<file path="config.mk">
export PLATFORM = sky130hd
export DESIGN_NAME = combo_lock_fsm
export DESIGN_NICKNAME = d
export VERILOG_FILES = /design/src/rtl/combo_lock_fsm_pkg.sv /design/src/rtl/combo_lock_fsm_timer.sv /design/src/rtl/combo_lock_fsm.sv
export SDC_FILE = /design/constraint.sdc
export NUM_CORES = 1
export LEC_CHECK = 0
export BUFFER_PORTS_ARGS = -buffer_cell sky130_fd_sc_hd__buf_2
export CAP_MARGIN = 30
export CORE_ASPECT_RATIO = 0.5
export CORE_MARGIN = 3
export CORE_UTILIZATION = 61
export DETAILED_ROUTE_END_ITERATION = 10
export GPL_TIMING_DRIVEN = 0
export PLACE_DENSITY = 0.78
export SLEW_MARGIN = 40
export SYNTH_ARGS = -nofsm -noshare
export SYNTH_HDL_FRONTEND = slang
export SYNTH_HIERARCHICAL = 1
export SYNTH_SLANG_ARGS = --single-unit
export TNS_END_PERCENT = 5
</file>
<file path="constraint.sdc">
create_clock -name clk -period 4.5 [get_ports clk]
set_clock_uncertainty 0.15 [all_clocks]
set_input_delay 0.9 -clock clk [delete_from_list [all_inputs] [get_ports clk]]
set_output_delay 0.9 -clock clk [all_outputs]
set_load 0.01 [all_outputs]
</file>
<file path="src/rtl/combo_lock_fsm_pkg.sv">
// ============================================================================
//  Module   : combo_lock_fsm_pkg
//  Purpose  : Shared state encodings, led status words and code helpers for
//             the combination-lock controller, its display and its bench.
//  Revision : 1.0 - initial release
// ============================================================================
`default_nettype none

package combo_lock_fsm_pkg;

    typedef enum logic [2:0] {
        ST_IDLE    = 3'd0,
        ST_ENTRY   = 3'd1,
        ST_OPEN    = 3'd2,
        ST_FAIL    = 3'd3,
        ST_LOCKOUT = 3'd4
    } lock_state_t;

    localparam logic [3:0] c_led_idle    = 4'b0001;
    localparam logic [3:0] c_led_entry   = 4'b0010;
    localparam logic [3:0] c_led_open    = 4'b0100;
    localparam logic [3:0] c_led_lockout = 4'b1000;
    localparam logic [3:0] c_led_fail    = 4'b0000;

    // Digit idx of a code packed two bits per digit, digit 0 in the LSBs.
    function automatic logic [1:0] code_digit(input logic [15:0] code,
                                              input logic [2:0]  idx);
        return code[{idx, 1'b0} +: 2];
    endfunction

    function automatic logic [3:0] led_of(input lock_state_t state);
        case (state)
            ST_IDLE:    return c_led_idle;
            ST_ENTRY:   return c_led_entry;
            ST_OPEN:    return c_led_open;
            ST_LOCKOUT: return c_led_lockout;
            default:    return c_led_fail;
        endcase
    endfunction

endpackage

`default_nettype wire

</file>
<file path="src/rtl/combo_lock_fsm_timer.sv">
// ============================================================================
//  Module   : lock_timer
//  Purpose  : Saturating up-counter with synchronous clear and a
//             terminal-count compare against a caller-supplied target.
//  Revision : 1.0 - initial release
// ============================================================================
`default_nettype none

module lock_timer #(
    parameter int WIDTH = 8
) (
    input  logic             clk,
    input  logic             rst_n,
    input  logic             clr,
    input  logic [WIDTH-1:0] target,
    output logic             done
);

    logic [WIDTH-1:0] r_count;

    always_ff @(posedge clk or negedge rst_n) begin
        if (!rst_n) begin
            r_count <= '0;
        end else if (clr) begin
            r_count <= '0;
        end else if (r_count != {WIDTH{1'b1}}) begin
            r_count <= r_count + WIDTH'(1);
        end
    end

    assign done = (r_count == target);

endmodule

`default_nettype wire

</file>
<file path="src/rtl/combo_lock_fsm.sv">
// ============================================================================
//  Module   : combo_lock_fsm
//  Purpose  : Combination-lock controller: digit entry with timeout, code
//             check, timed open, failed-attempt counting and timed lockout.
//  Revision : 1.0 - initial release
// ============================================================================
`default_nettype none

module combo_lock_fsm
    import combo_lock_fsm_pkg::*;
#(
    parameter int                    CODE_LEN       = 4,
    parameter logic [2*CODE_LEN-1:0] CODE           = 8'hE4,
    parameter int                    MAX_TRIES      = 3,
    parameter int                    UNLOCK_CYCLES  = 50_000_000,
    parameter int                    LOCKOUT_CYCLES = 250_000_000,
    parameter int                    ENTRY_TIMEOUT  = 100_000_000
) (
    input  logic       clk,
    input  logic       rst_n,
    input  logic [3:0] btn_pulse,
    output logic [3:0] led,
    output logic       unlocked,
    output logic       locked_out,
    output logic [2:0] digit_cnt
);

    localparam int c_tmax_ul = (UNLOCK_CYCLES > LOCKOUT_CYCLES) ? UNLOCK_CYCLES : LOCKOUT_CYCLES;
    localparam int c_tmax    = (c_tmax_ul > ENTRY_TIMEOUT) ? c_tmax_ul : ENTRY_TIMEOUT;
    localparam int TW        = $clog2(c_tmax + 1);
    localparam int FW        = $clog2(MAX_TRIES + 1);

    localparam logic [15:0]   c_code_ext  = 16'(CODE);
    localparam logic [2:0]    c_last_idx  = 3'(CODE_LEN - 1);
    localparam logic [FW-1:0] c_max_tries = FW'(MAX_TRIES);

    lock_state_t   r_state, w_state_next;
    logic [2:0]    r_digit_cnt, w_digit_cnt_next;
    logic          r_mismatch, w_mismatch_next;
    logic [FW-1:0] r_fail_cnt, w_fail_cnt_next;
    logic [FW-1:0] w_fail_inc;

    logic          w_press;
    logic          w_digit_bad;
    logic          w_last_digit;
    logic          w_timer_clr;
    logic          w_timer_done;
    logic [TW-1:0] w_timer_target;

    assign w_press      = |btn_pulse;
    // Multi-bit presses never equal a one-hot pattern, so they always mismatch.
    assign w_digit_bad  = (btn_pulse != (4'b0001 << code_digit(c_code_ext, r_digit_cnt)));
    assign w_last_digit = (r_digit_cnt == c_last_idx);
    assign w_fail_inc   = r_fail_cnt + FW'(1);

    always_ff @(posedge clk or negedge rst_n) begin
        if (!rst_n) begin
            r_state     <= ST_IDLE;
            r_digit_cnt <= '0;
            r_mismatch  <= 1'b0;
            r_fail_cnt  <= '0;
        end else begin
            r_state     <= w_state_next;
            r_digit_cnt <= w_digit_cnt_next;
            r_mismatch  <= w_mismatch_next;
            r_fail_cnt  <= w_fail_cnt_next;
        end
    end

    always_comb begin
        w_state_next     = r_state;
        w_digit_cnt_next = r_digit_cnt;
        w_mismatch_next  = r_mismatch;
        w_fail_cnt_next  = r_fail_cnt;
        case (r_state)
            // IDLE shares the digit path: digit_cnt and mismatch are both zero there.
            ST_IDLE, ST_ENTRY: begin
                if (w_press) begin
                    if (w_last_digit) begin
                        w_digit_cnt_next = '0;
                        w_mismatch_next  = 1'b0;
                        if (r_mismatch || w_digit_bad) begin
                            w_state_next = ST_FAIL;
                        end else begin
                            w_state_next    = ST_OPEN;
                            w_fail_cnt_next = '0;
                        end
                    end else begin
                        w_state_next     = ST_ENTRY;
                        w_digit_cnt_next = r_digit_cnt + 3'd1;
                        w_mismatch_next  = r_mismatch | w_digit_bad;
                    end
                end else if (r_state == ST_ENTRY && w_timer_done) begin
                    w_state_next     = ST_IDLE;
                    w_digit_cnt_next = '0;
                    w_mismatch_next  = 1'b0;
                end
            end
            ST_OPEN: begin
                if (w_timer_done) begin
                    w_state_next = ST_IDLE;
                end
            end
            ST_FAIL: begin
                if (w_fail_inc == c_max_tries) begin
                    w_state_next    = ST_LOCKOUT;
                    w_fail_cnt_next = '0;
                end else begin
                    w_state_next    = ST_IDLE;
                    w_fail_cnt_next = w_fail_inc;
                end
            end
            ST_LOCKOUT: begin
                if (w_timer_done) begin
                    w_state_next = ST_IDLE;
                end
            end
            default: begin
                w_state_next     = ST_IDLE;
                w_digit_cnt_next = '0;
                w_mismatch_next  = 1'b0;
            end
        endcase
    end

    always_comb begin
        w_timer_target = {TW{1'b1}};
        case (r_state)
            ST_ENTRY:   w_timer_target = TW'(ENTRY_TIMEOUT - 1);
            ST_OPEN:    w_timer_target = TW'(UNLOCK_CYCLES - 1);
            ST_LOCKOUT: w_timer_target = TW'(LOCKOUT_CYCLES - 1);
            default:    w_timer_target = {TW{1'b1}};
        endcase
    end

    // Timer restarts on every state change and on each accepted digit.
    assign w_timer_clr = (w_state_next != r_state) || (r_state == ST_ENTRY && w_press);

    lock_timer #(
        .WIDTH (TW)
    ) u_timer (
        .clk    (clk),
        .rst_n  (rst_n),
        .clr    (w_timer_clr),
        .target (w_timer_target),
        .done   (w_timer_done)
    );

    assign led        = led_of(r_state);
    assign unlocked   = (r_state == ST_OPEN);
    assign locked_out = (r_state == ST_LOCKOUT);
    assign digit_cnt  = r_digit_cnt;

endmodule

`default_nettype wire
</file>
* Yosys cells after proc, flatten, opt, wreduce, memory -nomap -nowiden *
Cells that the tools add are included.

word-level totals
  flip-flop bits (word level) = 37
  output and inout port bits = 9
  word-level logic and storage cells = 63

operators by class
  $add $sub $neg = 3
  eq/ne operators = 14
  shifts and indexed selects = 2
  multiplexer cells = 24
  bitwise operators = 2
  reduce and logical (&&, ||, !) cells = 13

operator list
  cell                                                         count
  one-hot mux 28 bit (3 select lines)                          1
  2-to-1 mux 28 bit                                            2
  adder 28 x 1 -> 28 bit (second input constant)               1
  equality test 28 bit                                         1
  inequality test 28 bit (second input constant)               1
  2-to-1 mux 3 bit                                             8
  one-hot mux 4 bit (4 select lines)                           1
  variable part select 16 x 5 -> 2 bit (first input constant)  1
  equality test 3 x 2 -> 1 bit (second input constant)         3
  one-hot mux 3 bit (3 select lines)                           1
  2-to-1 mux 2 bit                                             4
  inequality test 2 bit (second input constant)                3
  one-hot mux 3 bit (2 select lines)                           1
  2-to-1 mux 1 bit                                             4
  inequality test 4 bit                                        1
  one-hot mux 2 bit (2 select lines)                           1
  AND reduction 4 bit                                          1
  nonzero test 2 bit                                           2
  OR reduction 2 bit                                           2
  OR reduction 4 bit                                           1
  << shifter 1 x 2 -> 4 bit (first input constant)             1
  adder 3 x 1 -> 3 bit (second input constant)                 1
  equality test 3 x 1 -> 1 bit (second input constant)         1
  equality test 3 bit (second input constant)                  1
  other kinds (12)                                             14

* Depth between registers and ports, before layout *
Gate-level depths: netlist (run 1).

  depth after elaboration = 11
  mapped depth = 16
  depth with buffers taken out = 13

* Cells and area by module *
The synthesis (run 1) kept the hierarchy.

modules (own cells, without submodules)
  module          instances  cells an instance  area each (um2)  seq. area each (um2)
  lock_timer      1          212                1,910.6          700.7
  combo_lock_fsm  1          90                 720.7            225.2

* Worst setup path after synthesis (run 1) *
Ideal clock, no wire load.

  path kind = register to register
  from = register r_state[2]
  to = register u_timer.r_count[0]
  arrival = 3.481 ns
  required time = 4.218 ns
  setup slack = 0.737 ns
  stages on the path, launching flop included = 14
  clock period less this slack = 3.763 ns
  path through = dfrtp_1 > clkbuf_1 > nor3_1 > nor3_1 > xor2_1 > nor4_1 > nand4_1 > nor4_1 > a21oi_1 > nor3b_1 > nand4b_1 > clkbuf_1 > clkbuf_1 > nor2_1

between the ends
  word-level cells in the longest chain between the ends = 10
  elaborated cells on any way between the ends = 19
  classes of those cells = eq/ne: 6; mux: 6; reduce/logical: 7

ends and longest elaborated chain
  what                                                            line                        RTL
  start: declaration                                              combo_lock_fsm.sv:37        lock_state_t r_state, w_state_next;
  start signal: assignment                                        combo_lock_fsm.sv:63        r_state <= w_state_next;
  equality test 3 bit (tied with other cells)                     combo_lock_fsm.sv:128       case (r_state)
  one-hot mux 28 bit (3 select lines) *                           combo_lock_fsm.sv:128
  net w_timer_target[10]                                          combo_lock_fsm.sv:48        logic [TW-1:0] w_timer_target;
  equality test 28 bit *                                          combo_lock_fsm_timer.sv:31  assign done = (r_count == target);
  net w_timer_done                                                combo_lock_fsm.sv:47        logic w_timer_done;
  logical AND 1 bit                                               combo_lock_fsm.sv:93        end else if (r_state == ST_ENTRY && w_timer_done) begin
  2-to-1 mux 3 bit                                                combo_lock_fsm.sv:93
  2-to-1 mux 3 bit                                                combo_lock_fsm.sv:78        if (w_press) begin
  one-hot mux 3 bit (3 select lines) *                            combo_lock_fsm.sv:75        case (r_state)
  inequality test 3 bit *                                         combo_lock_fsm.sv:137       assign w_timer_clr = (w_state_next != r_state) || (r_state == ST_ENTRY && w_press);
  logical OR 1 bit *                                              combo_lock_fsm.sv:137
  net w_timer_clr                                                 combo_lock_fsm.sv:46        logic w_timer_clr;
  2-to-1 mux 28 bit / nonzero test 2 bit (equally long branches)  n/a
  end signal: assignment                                          combo_lock_fsm_timer.sv:27  r_count <= r_count + WIDTH'(1);
  end: declaration                                                combo_lock_fsm_timer.sv:19  logic [WIDTH-1:0] r_count;

Mark *: on every way through the listed nets, which the timed path passes. The rest lies on a longest branch.
A chain may end at the register's enable or synchronous reset.

* Worst setup path in the final report (run 1) *
  from = register r_state[2]
  to = register u_timer.r_count[13]

Same word-level chain as after synthesis.

==> tab_implementation.tex, run 1 <==
\begin{tabular}{lr}
\hline
Metric & Value \\
\hline
\multicolumn{2}{l}{\textbf{Outcome}} \\
\quad Outcome & finished clean \\
\multicolumn{2}{l}{\textbf{Clocking}} \\
\quad Maximum level of the CTS H-tree & 2 \\
\quad Count of clock tree sinks & 37 \\
\quad Clock insertion delay at the later pin of the skew report & 290 ps \\
\quad Cell at the root of the clock tree & clkbuf\_8 \\
\quad Post-CTS setup repair buffer count & 0 \\
\quad Clk slew on worst S/H paths & 70 ps \\
\quad Clock tree from TritonCTS & yes \\
\quad Maximum root-to-sink buffer count & 2 \\
\quad Clock buffer count from CTS & 5 \\
\multicolumn{2}{l}{\textbf{Floorplanning}} \\
\quad Row cnt & 16 \\
\quad Die Y & 52.4 um \\
\quad Boundary pin count & 15 \\
\quad Placeable core region & 0.00402 mm2 \\
\quad Initial Util & 65.4\% \\
\quad Die area & 0.00519 mm2 \\
\quad Die boundary width & 98.9 um \\
\multicolumn{2}{l}{\textbf{Critical path}} \\
\quad Worst Path Arrival & 4210 ps \\
\quad Worst setup startpoint & r\_state[2] \\
\quad Crit Reg-Reg Startpoint & r\_state[2] \\
\quad Crit start category & register \\
\quad Largest fanout on the critical path & 10 \\
\quad Kind of end point of the critical path & register \\
\quad Data required time at the worst endpoint & 4510 ps \\
\quad Start-to-end type of the worst setup path & reg -> reg \\
\multicolumn{2}{l}{\textbf{Global routing}} \\
\quad Largest net degree at the start of global routing & 38 \\
\quad Total global-route track usage & 26.7\% \\
\quad Global-route wire length before repair & 10700 um \\
\quad Number of antenna violations at the first check in global routing & 0 \\
\quad Grt total ovfl & 0 \\
\quad Vias in the first global route & 2173 \\
\multicolumn{2}{l}{\textbf{Synth}} \\
\quad Most used flip-flop cell after synthesis & dfrtp\_1 \\
\quad Library cells used by synthesis & 54 \\
\quad Post-synthesis sequential area ratio & 35.2\% \\
\quad Synth Instances & 302 \\
\quad Async S/R FF share, synth & 100\% \\
\quad Syn avg cell area & 8.71 um2 \\
\quad Syn. warnings & 6 \\
\quad Post-synthesis register bit count & 37 \\
\quad Mapped Area & 0.00263 mm2 \\
\quad EDFF count, synth & 0 \\
\multicolumn{2}{l}{\textbf{Pwr}} \\
\quad Max VDD drop & 153 uV \\
\quad Clock network power share & 19.7\% \\
\quad Reported leakage power & 0.00122 uW \\
\quad Power density over cell area & 390 mW/mm2 \\
\quad Total chip power & 1140 uW \\
\quad Switch Pwr & 479 uW \\
\quad Combinational cell fraction of total power & 44.4\% \\
\quad Switch share & 42.0\% \\
\quad Register share of total power & 35.9\% \\
\quad P\_int & 661 uW \\
\multicolumn{2}{l}{\textbf{Cells and area}} \\
\quad Util after Layout & 72.6\% \\
\quad Area growth from synthesis to layout & 11.1\% \\
\quad Cell Count, Final, Fillers Out & 389 \\
\quad Proportion of layout cells with a drive suffix above 1 & 15.8\% \\
\quad Post-layout nets & 342 \\
\quad Antenna diode count & 0 \\
\multicolumn{2}{l}{\textbf{STA}} \\
\quad Final setup fails & 0 \\
\quad Time the worst path needs with I/O delays and setup & 4200 ps \\
\quad RSZ-0062 raised after global routing & no \\
\quad Setup\_tns & 0 ps \\
\quad Max Clk Rate & 0.238 GHz \\
\quad Worst hold slack & 411 ps \\
\quad Count of final hold-check violations & 0 \\
\quad Share of the cycle needed by the critical path after routing & 93.4\% \\
\quad Worst max-slew margin expressed relative to the limit & 50.8\% \\
\quad Worst-margin pin slew & 731 ps \\
\quad Final slew viol count & 0 \\
\multicolumn{2}{l}{\textbf{Drt}} \\
\quad Post-route antenna net violation count & 0 \\
\quad Avg Vias per Cell & 6.15 \\
\quad Drt wl/cell & 16.6 um \\
\quad Overall routed net length & 6460 um \\
\quad DRC marker count from the first detailed-route iteration & 208 \\
\quad Router iterations before antenna repair & 5 \\
\quad Post-route DRC & 0 \\
\quad Number of vias in the routed layout & 2393 \\
\multicolumn{2}{l}{\textbf{Flow run}} \\
\quad Number of maximum-capacitance violations & 0 \\
\multicolumn{2}{l}{\textbf{Hold path}} \\
\quad Tightest Hold Check Type & reg -> reg \\
\quad Critical hold path startpoint & r\_mismatch \\
\multicolumn{2}{l}{\textbf{Place}} \\
\quad Final Wtd Congestion & 0.922 \\
\quad Post-detailed-placement half-perimeter wirelength & 4650 um \\
\quad Placed instance count & 381 \\
\quad IO Port Bufs & 14 \\
\hline
\end{tabular}
[flip-flops by register name (all words and copies together), names as in the netlist]
register / count
r_mismatch: 1
digit_cnt: 3
r_state: 3
r_fail_cnt: 2
u_timer/r_count: 28
[metrics by stage]
| stage | worst slack, ps | area, um2 |
|---|---|---|
| 2_1_floorplan | 737 | 2670 |
| 3_3_place_gp | -355 | 2810 |
| 3_5_place_dp | -180 | 2820 |
| 4_1_cts | 62.2 | 2910 |
| 5_1_grt | 50.1 | 2920 |
| 6_report | 298 | 2920 |
[power by group through the flow]
stage | Clock, uW | Sequential [uW] | Combinational, uW
after floorplan | 0 | 411 | 361
after global placement | 0 | 412 | 474
after detailed placement | 0 | 415 | 487
after CTS | 232 | 409 | 491
after global routing | 247 | 414 | 558
final | 225 | 409 | 506
[Yosys cell counts (all sizes together), types with 2 or more instances]
library cell / n / area share [%]
or4: 4 / 1.1
and2: 3 / 0.71
nand4: 13 / 3.3
nor2: 33 / 4.8
a21oi: 17 / 3.4
or3: 3 / 0.71
ha: 2 / 0.95
nor3: 15 / 2.9
nand2: 23 / 3.3
buf: 9 / 2.0
nor4: 12 / 5.9
nand3: 9 / 1.9
and3: 3 / 0.71
o21ai: 14 / 2.7
o32ai: 2 / 0.67
mux2: 3 / 1.3
clkbuf: 10 / 1.5
inv: 9 / 1.4
xnor2: 26 / 8.7
xor2: 17 / 5.7
a31oi: 2 / 0.48
nor2b: 5 / 1.2
a211oi: 7 / 2.0
dfrtp: 37 / 35
and4: 3 / 1.0
o31ai: 2 / 0.57
nor4b: 2 / 0.67
nand2b: 4 / 1.2
[worst max-delay path: stages (launching register included)]
cell and delay [ps]:
dfrtp_1 430, clkbuf_1 230, nand2_1 250, inv_1 140
nor3_2 380, xor2_1 120, nor4_1 340, nand4_1 210
nor4_4 400, a21oi_1 150, nor3b_1 220, nand4b_1 240
clkbuf_2 290, clkbuf_1 410, nor2_1 100
[worst paths after layout]
check                                      end  slack, ps  depth (start not counted)
setup / recovery           u_timer/r_count[13]        300                         14
hold / removal                      r_mismatch        410                          2
setup reg to reg           u_timer/r_count[13]        300                         14
hold reg to reg                     r_mismatch        410                          2
max in group asynchronous  u_timer/r_count[14]       3450                          1
min in group asynchronous           r_state[0]        420                          1
[cells in the final DEF (no fill, tap or decap), types with 2 or more instances in the layout]
master | synthesis | routed
dfrtp_1 | 37 | 37
nor2_1 | 32 | 32
xnor2_1 | 26 | 26
nand2_1 | 23 | 23
buf_2 | 7 | 20
xor2_1 | 17 | 17
a21oi_1 | 16 | 16
nor3_1 | 15 | 13
conb_1 | 1 | 12
nand4_1 | 12 | 12
o21ai_0 | 11 | 11
inv_1 | 8 | 8
nand3_1 | 8 | 8
clkbuf_1 | 8 | 7
a211oi_1 | 7 | 7
nor4_4 | 5 | 6
nor2b_1 | 5 | 5
clkbuf_8 | 0 | 5
nor4_1 | 6 | 5
or4_1 | 4 | 4
clkbuf_2 | 2 | 4
or3_1 | 3 | 3
nand2b_1 | 3 | 3
o21ai_1 | 3 | 3
and3_1 | 3 | 3
and4_1 | 3 | 3
mux2_2 | 3 | 3
o32ai_1 | 2 | 2
nor3_2 | 0 | 2
a31oi_1 | 2 | 2
ha_1 | 2 | 2
buf_4 | 1 | 2
clkinv_2 | 0 | 2
and2_0 | 2 | 2
nor4b_1 | 2 | 2
o31ai_1 | 2 | 2
[repair_timing]
action                                 in CTS  in global routing
gates cloned                                0                  0
setup endpoints to repair                  20                 23
hold buffers                                0                  0
endpoints found under the hold margin       0                  0
pin swaps                                   0                  0
gates resized for setup                     2                  4
[per-layer routing]
metal  track usage, %  wire, um  vias up
li1                 -         -     1122
met5                0         0        -
met4             7.26        52        0
met3             4.91       489        7
met2             41.1      2900       93
met1             38.6      3020     1171
[cell families (layout without fill, tap and decap cells)]
family | after synthesis | count (layout) | share of synthesized area, %
muxes | 4 | 4 | 1.66
AOI/OAI and AO/OA | 51 | 51 | 12.1
xor gates and xnor gates | 43 | 43 | 14.3
buffers and inverters | 28 | 50 | 4.95
DFF | 37 | 37 | 35.2
and+or+nand+nor | 136 | 136 | 30.7
other | 1 | 12 | 0.143
adders and majority gates | 2 | 2 | 0.951
[area by class of cell]
class / instances / area [um2]
plain buffers: 19 / 96.3
clock buffers: 6 / 72.6
clock inverters: 2 / 10.0
fillers: 298 / 1100
inverters: 9 / 36.3
multi-input cells: 248 / 1640
flip-flops and latches: 37 / 926
well taps: 54 / 67.6
repair buffers: 14 / 72.6
No activity file was read; power rests on OpenSTA's default activity.
==> run 2, diff against run 1 <==
--- a/config.mk
+++ b/config.mk
@@ -7,13 +7,15 @@
 export LEC_CHECK = 0
 export BUFFER_PORTS_ARGS = -buffer_cell sky130_fd_sc_hd__buf_2
 export CAP_MARGIN = 30
+export CELL_PAD_IN_SITES_DETAIL_PLACEMENT = 0
+export CELL_PAD_IN_SITES_GLOBAL_PLACEMENT = 1
 export CORE_ASPECT_RATIO = 0.5
 export CORE_MARGIN = 3
-export CORE_UTILIZATION = 61
+export CORE_UTILIZATION = 47
+export CTS_CLUSTER_SIZE = 24
 export DETAILED_ROUTE_END_ITERATION = 10
 export GPL_TIMING_DRIVEN = 0
 export PLACE_DENSITY = 0.78
-export SLEW_MARGIN = 40
 export SYNTH_ARGS = -nofsm -noshare
 export SYNTH_HDL_FRONTEND = slang
 export SYNTH_HIERARCHICAL = 1
==> tab_implementation.tex, run 2 (same netlist as run 1, synthesis figures left out) <==
\begin{tabular}{lr}
\hline
Metric & Value \\
\hline
\multicolumn{2}{l}{\textbf{Outcome}} \\
\quad Outcome & finished clean \\
\multicolumn{2}{l}{\textbf{Floorplanning}} \\
\quad Boundary pin count & 15 (unchanged) \\
\quad Die boundary width & 112 um (+13\%) \\
\quad Initial Util & 51.0\% (-14 points) \\
\quad Die Y & 58.9 um (+12\%) \\
\quad Die area & 0.00659 mm2 (+27\%) \\
\quad Placeable core region & 0.00516 mm2 (+28\%) \\
\quad Row cnt & 18 (+2) \\
\multicolumn{2}{l}{\textbf{Pwr}} \\
\quad Combinational cell fraction of total power & 39.9\% (-4.5 points) \\
\quad Reported leakage power & 0.00124 uW (+1.1\%) \\
\quad Switch share & 38.6\% (-3.3 points) \\
\quad Power density over cell area & 423 mW/mm2 (+8.5\%) \\
\quad Total chip power & 1260 uW (+11\%) \\
\quad P\_int & 774 uW (+17\%) \\
\quad Clock network power share & 27.7\% (+8.0 points) \\
\quad Max VDD drop & 265 uV (+74\%) \\
\quad Register share of total power & 32.4\% (-3.5 points) \\
\quad Switch Pwr & 487 uW (+1.8\%) \\
\multicolumn{2}{l}{\textbf{Critical path}} \\
\quad Delay of the slowest cell on the worst path & 460 ps (+30 ps) \\
\quad Cell-by-cell trace of the critical path & clkbuf\_1 > nand2\_1 > inv\_1 > nor3\_2 > xor2\_1 > nor4\_1 > nand4\_1 > nor4\_1 > buf\_2 > a21oi\_1 > nor3b\_1 > nand4b\_1 > clkbuf\_2 > clkbuf\_2 > a211oi\_1 \\
\quad Data required time at the worst endpoint & 4510 ps (about the same) \\
\quad Crit start category & register \\
\quad Largest fanout on the critical path & 10 (unchanged) \\
\quad Kind of end point of the critical path & register \\
\quad Start-to-end type of the worst setup path & reg -> reg \\
\quad Worst Path Arrival & 4050 ps (-160 ps) \\
\quad CP max stage cell & nor4\_1 \\
\multicolumn{2}{l}{\textbf{Cells and area}} \\
\quad Register containing the most flip-flops in the final layout & u\_timer/r\_count \\
\quad Antenna diode count & 0 (unchanged) \\
\quad Area growth from synthesis to layout & 13.2\% \\
\quad Max reg flops & 28 (unchanged) \\
\quad Commonest cells after routing, fill and taps aside & 37 x dfrtp\_1, 32 x nor2\_1, 26 x xnor2\_1, 23 x nand2\_1, 22 x buf\_2 \\
\quad Proportion of layout cells with a drive suffix above 1 & 16.1\% (+0.25 points) \\
\quad Post-layout nets & 343 (+0.29\%) \\
\quad Final non-filler cell area & 0.00298 mm2 (+1.9\%) \\
\quad Most common cell after layout, fill and taps aside & dfrtp\_1 \\
\multicolumn{2}{l}{\textbf{Drt}} \\
\quad Post-route antenna net violation count & 0 (unchanged) \\
\quad Router iterations before antenna repair & 5 (unchanged) \\
\quad Number of vias in the routed layout & 2317 (-3.2\%) \\
\quad Avg Vias per Cell & 5.71 (-7.2\%) \\
\quad Drt wl/cell & 16.5 um (-0.55\%) \\
\quad DRC marker count from the first detailed-route iteration & 189 (-9.1\%) \\
\quad Post-route DRC & 0 (unchanged) \\
\quad Overall routed net length & 6700 um (+3.8\%) \\
\multicolumn{2}{l}{\textbf{Place}} \\
\quad Post-detailed-placement half-perimeter wirelength & 4930 um (+6.0\%) \\
\quad IO Port Bufs & 14 (unchanged) \\
\quad Final Wtd Congestion & 0.867 (-5.9\%) \\
\quad Area after detailed placement & 0.00284 mm2 (+0.67\%) \\
\multicolumn{2}{l}{\textbf{Global routing}} \\
\quad GR met3 Demand/Resource & 4.93\% (+0.014 points) \\
\quad Global-route wire length before repair & 10900 um (+2.1\%) \\
\quad Met2 demand-to-capacity share in global routing & 31.9\% (-9.2 points) \\
\quad Number of antenna violations at the first check in global routing & 0 (unchanged) \\
\quad Global routing usage on met1 & 31.0\% (-7.6 points) \\
\quad Top Usage Layer GRT & met2 \\
\quad Grt total ovfl & 0 (unchanged) \\
\quad Largest net degree at the start of global routing & 38 (unchanged) \\
\quad Vias in the first global route & 2149 (-1.1\%) \\
\quad Total global-route track usage & 21.2\% (-5.5 points) \\
\multicolumn{2}{l}{\textbf{STA}} \\
\quad Share of the cycle needed by the critical path after routing & 89.8\% (-3.6 points) \\
\quad Max Clk Rate & 0.248 GHz (+4.0\%) \\
\quad Time the worst path needs with I/O delays and setup & 4040 ps (-163 ps) \\
\quad Count of final hold-check violations & 0 (unchanged) \\
\quad RSZ-0062 raised after global routing & no \\
\quad Worst-margin pin slew & 862 ps (+131 ps) \\
\quad Worst max-slew margin expressed relative to the limit & 42.5\% (-8.3 points) \\
\quad Final setup fails & 0 (unchanged) \\
\quad Final slew viol count & 0 (unchanged) \\
\multicolumn{2}{l}{\textbf{Clocking}} \\
\quad Cell at the root of the clock tree & clkbuf\_8 \\
\quad Clk slew on worst S/H paths & 80 ps (about the same) \\
\quad Clock tree from TritonCTS & yes \\
\quad Clock insertion delay at the later pin of the skew report & 290 ps (about the same) \\
\quad Maximum root-to-sink buffer count & 2 (unchanged) \\
\quad Maximum level of the CTS H-tree & 2 (unchanged) \\
\quad Count of clock tree sinks & 37 (unchanged) \\
\quad Clock buffer count from CTS & 5 (unchanged) \\
\quad Post-CTS setup repair buffer count & 0 (unchanged) \\
\multicolumn{2}{l}{\textbf{Hold path}} \\
\quad Tightest Hold Check Type & reg -> reg \\
\multicolumn{2}{l}{\textbf{Flow run}} \\
\quad Number of maximum-capacitance violations & 0 (unchanged) \\
\hline
\end{tabular}
run 2: power groups by stage:
| stage | registers [uW] | clock network [uW] | logic [uW] |
|---|---|---|---|
| 2_1_floorplan | 411 | 0 | 361 |
| 5_1_grt | 415 | 367 | 550 |
| 6_report | 408 | 349 | 503 |
| 3_3_place_gp | 413 | 0 | 484 |
| 3_5_place_dp | 415 | 0 | 490 |
| 4_1_cts | 409 | 355 | 492 |
run 2: repair_timing:
item	in CTS	in global routing
hold buffers	0	0
setup endpoints to repair	0	27
gates resized for setup	0	7
run 2: worst max-delay path, delay by kind of cell (launching register included):
family	cells	cell delay, ps
buffers and inverters	5	1190
AO/OA/AOI/OAI	2	170
flip-flops	1	420
XOR/XNOR	1	120
AND/OR/NAND/NOR	7	1860
run 2: per-stage QoR:
stage               std cells  setup TNS, ps  utilization, %  hold slack (ps)  setup WS [ps]
CTS                       406              0            57.6              411           38.8
floorplan                 313              0               -              355            737
detailed placement        398              0            55.0              394           42.6
global route              406              0            57.7              436            152
global placement          397          -9750            54.9              380           -452
finish                    406              0            57.7              407            460
run 2: path summary, 6_finish.rpt:
check                      startpoint                   to  slack (ps)  depth (start not counted)
setup reg to reg           r_state[2]   u_timer/r_count[8]         460                         15
setup / recovery           r_state[2]   u_timer/r_count[8]         460                         15
min in group asynchronous       rst_n           r_mismatch         570                          1
hold reg to reg            r_mismatch           r_mismatch         410                          2
hold / removal             r_mismatch           r_mismatch         410                          2
max in group asynchronous       rst_n  u_timer/r_count[18]        3090                          1
run 2: metal layers:
metal,up-vias,wire [um]
met2,59,2930
met5,-,0
met4,0,39
met3,7,348
met1,1123,3380
li1,1128,-
run 2: layout make-up:
type                    instances  area [um2]
multi-input cells             248        1620
inverters                       9        36.3
repair buffers                 15        75.1
clock inverters                 3        65.1
fillers                       482        2180
well taps                      70        87.6
flip-flops and latches         37         926
clock buffers                   5        68.8
plain buffers                  19        97.6
==> run 3, diff against run 2 <==
--- a/config.mk
+++ b/config.mk
@@ -18,6 +18,5 @@
 export PLACE_DENSITY = 0.78
 export SYNTH_ARGS = -nofsm -noshare
 export SYNTH_HDL_FRONTEND = slang
-export SYNTH_HIERARCHICAL = 1
 export SYNTH_SLANG_ARGS = --single-unit
 export TNS_END_PERCENT = 5
==> tab_implementation.tex, run 3 <==
\begin{tabular}{lr}
\hline
Metric & Value \\
\hline
\multicolumn{2}{l}{\textbf{Outcome}} \\
\quad Outcome & finished clean \\
\multicolumn{2}{l}{\textbf{Global routing}} \\
\quad Global-route wire length before repair & 11200 um (+2.7\%) \\
\quad Grt total ovfl & 0 (unchanged) \\
\quad Vias in the first global route & 2228 (+3.7\%) \\
\quad Total global-route track usage & 22.8\% (+1.6 points) \\
\quad Largest net degree at the start of global routing & 38 (unchanged) \\
\quad Number of antenna violations at the first check in global routing & 0 (unchanged) \\
\multicolumn{2}{l}{\textbf{Place}} \\
\quad Final Wtd Congestion & 0.845 (-2.6\%) \\
\quad Post-detailed-placement half-perimeter wirelength & 4550 um (-7.7\%) \\
\quad IO Port Bufs & 14 (unchanged) \\
\multicolumn{2}{l}{\textbf{Drt}} \\
\quad Post-route antenna net violation count & 0 (unchanged) \\
\quad DRC marker count from the first detailed-route iteration & 203 (+7.4\%) \\
\quad Drt wl/cell & 16.9 um (+2.1\%) \\
\quad Overall routed net length & 6470 um (-3.4\%) \\
\quad Avg Vias per Cell & 5.91 (+3.6\%) \\
\quad Number of vias in the routed layout & 2271 (-2.0\%) \\
\quad Router iterations before antenna repair & 4 (-1) \\
\quad Post-route DRC & 0 (unchanged) \\
\multicolumn{2}{l}{\textbf{Clocking}} \\
\quad Clock insertion delay at the later pin of the skew report & 310 ps (+20 ps) \\
\quad Clock tree from TritonCTS & yes \\
\quad Cell at the root of the clock tree & clkbuf\_8 \\
\quad Maximum root-to-sink buffer count & 2 (unchanged) \\
\quad Hold-fix buffers, CTS & 0 (unchanged) \\
\quad Maximum level of the CTS H-tree & 2 (unchanged) \\
\quad Count of clock tree sinks & 37 (unchanged) \\
\quad Post-CTS setup repair buffer count & 0 (unchanged) \\
\quad Clk slew on worst S/H paths & 80 ps (about the same) \\
\quad Resized Gates After CTS & 0 (unchanged) \\
\quad Clock buffer count from CTS & 5 (unchanged) \\
\multicolumn{2}{l}{\textbf{STA}} \\
\quad Worst max-slew margin expressed relative to the limit & 42.4\% (-0.12 points) \\
\quad Time the worst path needs with I/O delays and setup & 3220 ps (-825 ps) \\
\quad Share of the cycle needed by the critical path after routing & 71.4\% (-18 points) \\
\quad RSZ-0062 raised after global routing & no \\
\quad Worst-margin pin slew & 864 ps (+1.85 ps) \\
\quad Setup\_tns & 0 ps (unchanged) \\
\quad Final slew viol count & 0 (unchanged) \\
\quad Max Clk Rate & 0.311 GHz (+26\%) \\
\quad Final setup fails & 0 (unchanged) \\
\quad Count of final hold-check violations & 0 (unchanged) \\
\multicolumn{2}{l}{\textbf{Floorplanning}} \\
\quad Die boundary width & 110 um (-1.7\%) \\
\quad Row cnt & 18 (unchanged) \\
\quad Die area & 0.00637 mm2 (-3.3\%) \\
\quad Boundary pin count & 15 (unchanged) \\
\quad Die Y & 58.0 um (-1.6\%) \\
\quad Initial Util & 50.1\% (-0.92 points) \\
\quad Placeable core region & 0.00507 mm2 (-1.7\%) \\
\multicolumn{2}{l}{\textbf{Synth}} \\
\quad EDFF count, synth & 0 (unchanged) \\
\quad Most used flip-flop cell after synthesis & dfrtp\_1 \\
\quad Synth Instances & 292 (-3.3\%) \\
\quad Syn avg cell area & 8.69 um2 (-0.21\%) \\
\quad Async S/R FF share, synth & 100\% (unchanged) \\
\quad Mapped Area & 0.00254 mm2 (-3.5\%) \\
\quad Syn. warnings & 0 (-6) \\
\quad Multiplexer share of the synthesized area & 3.15\% (+1.5 points) \\
\quad Most used standard cell by instance count after synthesis & dfrtp\_1 \\
\quad Cell type with the highest aggregate area in the netlist & dfrtp\_1 \\
\quad Dominant combinational cell family by area after synthesis & simple AND/OR/NAND/NOR gates \\
\quad Xor/xnor share of the synthesized area & 9.31\% (-5.0 points) \\
\quad Area fraction in and, or, nand and nor cells after synthesis & 32.7\% (+2.0 points) \\
\quad Post-synthesis register bit count & 37 (unchanged) \\
\quad Post-synthesis sequential area ratio & 36.5\% (+1.3 points) \\
\quad Most area-consuming cells after synthesis & dfrtp\_1 36\%, xnor2\_1 7.6\%, nor3\_1 6.5\% \\
\quad Library cells used by synthesis & 57 (+5.6\%) \\
\quad Post-Synthesis Net Count & 300 \\
\quad Adder and majority cell fraction of the synthesized area & 1.43\% (+0.48 points) \\
\quad Complex-gate fraction of the synthesized area & 12.1\% (+0.046 points) \\
\quad Commonest cells in the synthesized netlist & 37 x dfrtp\_1, 33 x nor3\_1, 23 x nor2\_1 \\
\quad Fraction of post-synthesis cell area in the top cell type by area & 36.5\% (+1.3 points) \\
\multicolumn{2}{l}{\textbf{Pwr}} \\
\quad Reported leakage power & 0.00108 uW (-13\%) \\
\quad Max VDD drop & 200 uV (-25\%) \\
\quad Power density over cell area & 231 mW/mm2 (-46\%) \\
\multicolumn{2}{l}{\textbf{Critical path}} \\
\quad Crit start category & register \\
\quad Data required time at the worst endpoint & 4530 ps (+20 ps) \\
\quad Start-to-end type of the worst setup path & reg -> reg \\
\quad Register-to-register path setup slack & 1280 ps (+820 ps) \\
\quad Worst setup endpoint & u\_timer.r\_count[4] \\
\quad Largest fanout on the critical path & 10 (unchanged) \\
\quad Kind of end point of the critical path & register \\
\quad Crit Reg-Reg Startpoint & r\_state[2] \\
\quad Endpoint of the worst register-to-register path & u\_timer.r\_count[4] \\
\quad Worst Path Arrival & 3240 ps (-810 ps) \\
\quad Worst setup startpoint & r\_state[2] \\
\quad Number of cells on the worst reg-to-reg path & 8 (-7) \\
\multicolumn{2}{l}{\textbf{Cells and area}} \\
\quad Post-layout nets & 321 (-6.4\%) \\
\quad Max reg flops & 28 (unchanged) \\
\quad Antenna diode count & 0 (unchanged) \\
\quad Register containing the most flip-flops in the final layout & u\_timer.r\_count \\
\quad Commonest cells after routing, fill and taps aside & 37 x dfrtp\_1, 33 x nor3\_1, 23 x nor2\_1, 22 x nand2\_1, 22 x xnor2\_1 \\
\quad Filler Cell Count & 481 (-0.21\%) \\
\quad Area growth from synthesis to layout & 10.6\% \\
\quad Util after Layout & 55.4\% (-2.3 points) \\
\quad Area taken by multi-input logic gates & 0.00149 mm2 (-8.1\%) \\
\quad Most common cell after layout, fill and taps aside & dfrtp\_1 \\
\quad Register area & 926 um2 (unchanged) \\
\quad Proportion of layout cells with a drive suffix above 1 & 11.8\% (-4.3 points) \\
\multicolumn{2}{l}{\textbf{Hold path}} \\
\quad Critical hold path startpoint & r\_fail\_cnt[1] \\
\quad Tightest Hold Check Type & reg -> reg \\
\multicolumn{2}{l}{\textbf{Flow run}} \\
\quad Number of maximum-capacitance violations & 0 (unchanged) \\
\hline
\end{tabular}
==> run 3: cell types whose count changed in the layout (fill, tap and decap cells not counted), sizes merged, moves of 6 or more <==
| cell | previous run | this run |
|---|---|---|
| conb | 12 | 0 |
| o21ai | 14 | 8 |
| mux2i | 1 | 8 |
| a211oi | 7 | 0 |
| nor3b | 1 | 7 |
| xor2 | 17 | 5 |
| a21oi | 17 | 4 |
| nor2 | 33 | 23 |
| nor3 | 15 | 33 |
==> run 3: critical path, stage by stage, from the launching register on <==
cell and delay, ps:
dfrtp_1 420, buf_2 200, nor3b_1 580, mux2i_1 190
nor4_1 370, nand2_1 120, o21ai_2 500, clkbuf_1 450
nor2_1 100
==> run 3: per-stage QoR <==
stage | setup slack, ps | cell area (um2) | cells | power (uW) | hold slack [ps]
detailed placement | 1270 | 2700 | 376 | 355 | 368
global route | 996 | 2810 | 384 | 671 | 409
global placement | 1250 | 2700 | 376 | 354 | 362
finish | 1280 | 2810 | 384 | 648 | 379
CTS | 1320 | 2810 | 384 | 653 | 380
floorplan | 1780 | 2540 | 292 | 343 | 329
==> run 3: worst min-delay path by stage <==
stage	cells past startpoint	slack, ps	to
finish	1	380	r_fail_cnt[1]
global route	1	410	r_fail_cnt[1]
CTS	1	380	r_fail_cnt[1]
detailed placement	1	370	r_fail_cnt[1]
global placement	1	360	r_fail_cnt[1]
floorplan	1	330	r_mismatch
==> run 3: cells by family after synthesis <==
family	Yosys count
and+or+nand+nor	152
AOI/OAI and AO/OA	39
buffers and inverters	26
DFF	37
adders and majority gates	3
xor gates and xnor gates	27
muxes	8
==> run 3: routing by layer <==
layer	track usage, %	part of all wire (%)	wire (um)
met1	33.3	51	3290
met2	33.6	43	2800
met3	6.01	4.9	319
met4	5.68	0.94	61
met5	0	0	0
==> run 3: final cells by class <==
type                            count  share of cell area, %
Timing Repair Buffer               14                   2.50
Multi-Input combinational cell    229                   53.1
Inverter                            7                  0.936
Buffer                             19                   3.43
Tap cell                           70                   3.12
Sequential cell                    37                   33.0
Clock inverter                      2                   1.38
Clock buffer                        6                   2.58
==> run 3: power by group <==
part	switching [uW]	internal, uW	leakage, uW
registers	0.425	333	0.000492
logic	10.6	3.84	0.000531
clock network	134	167	0.0000554
total	145	503	0.00108
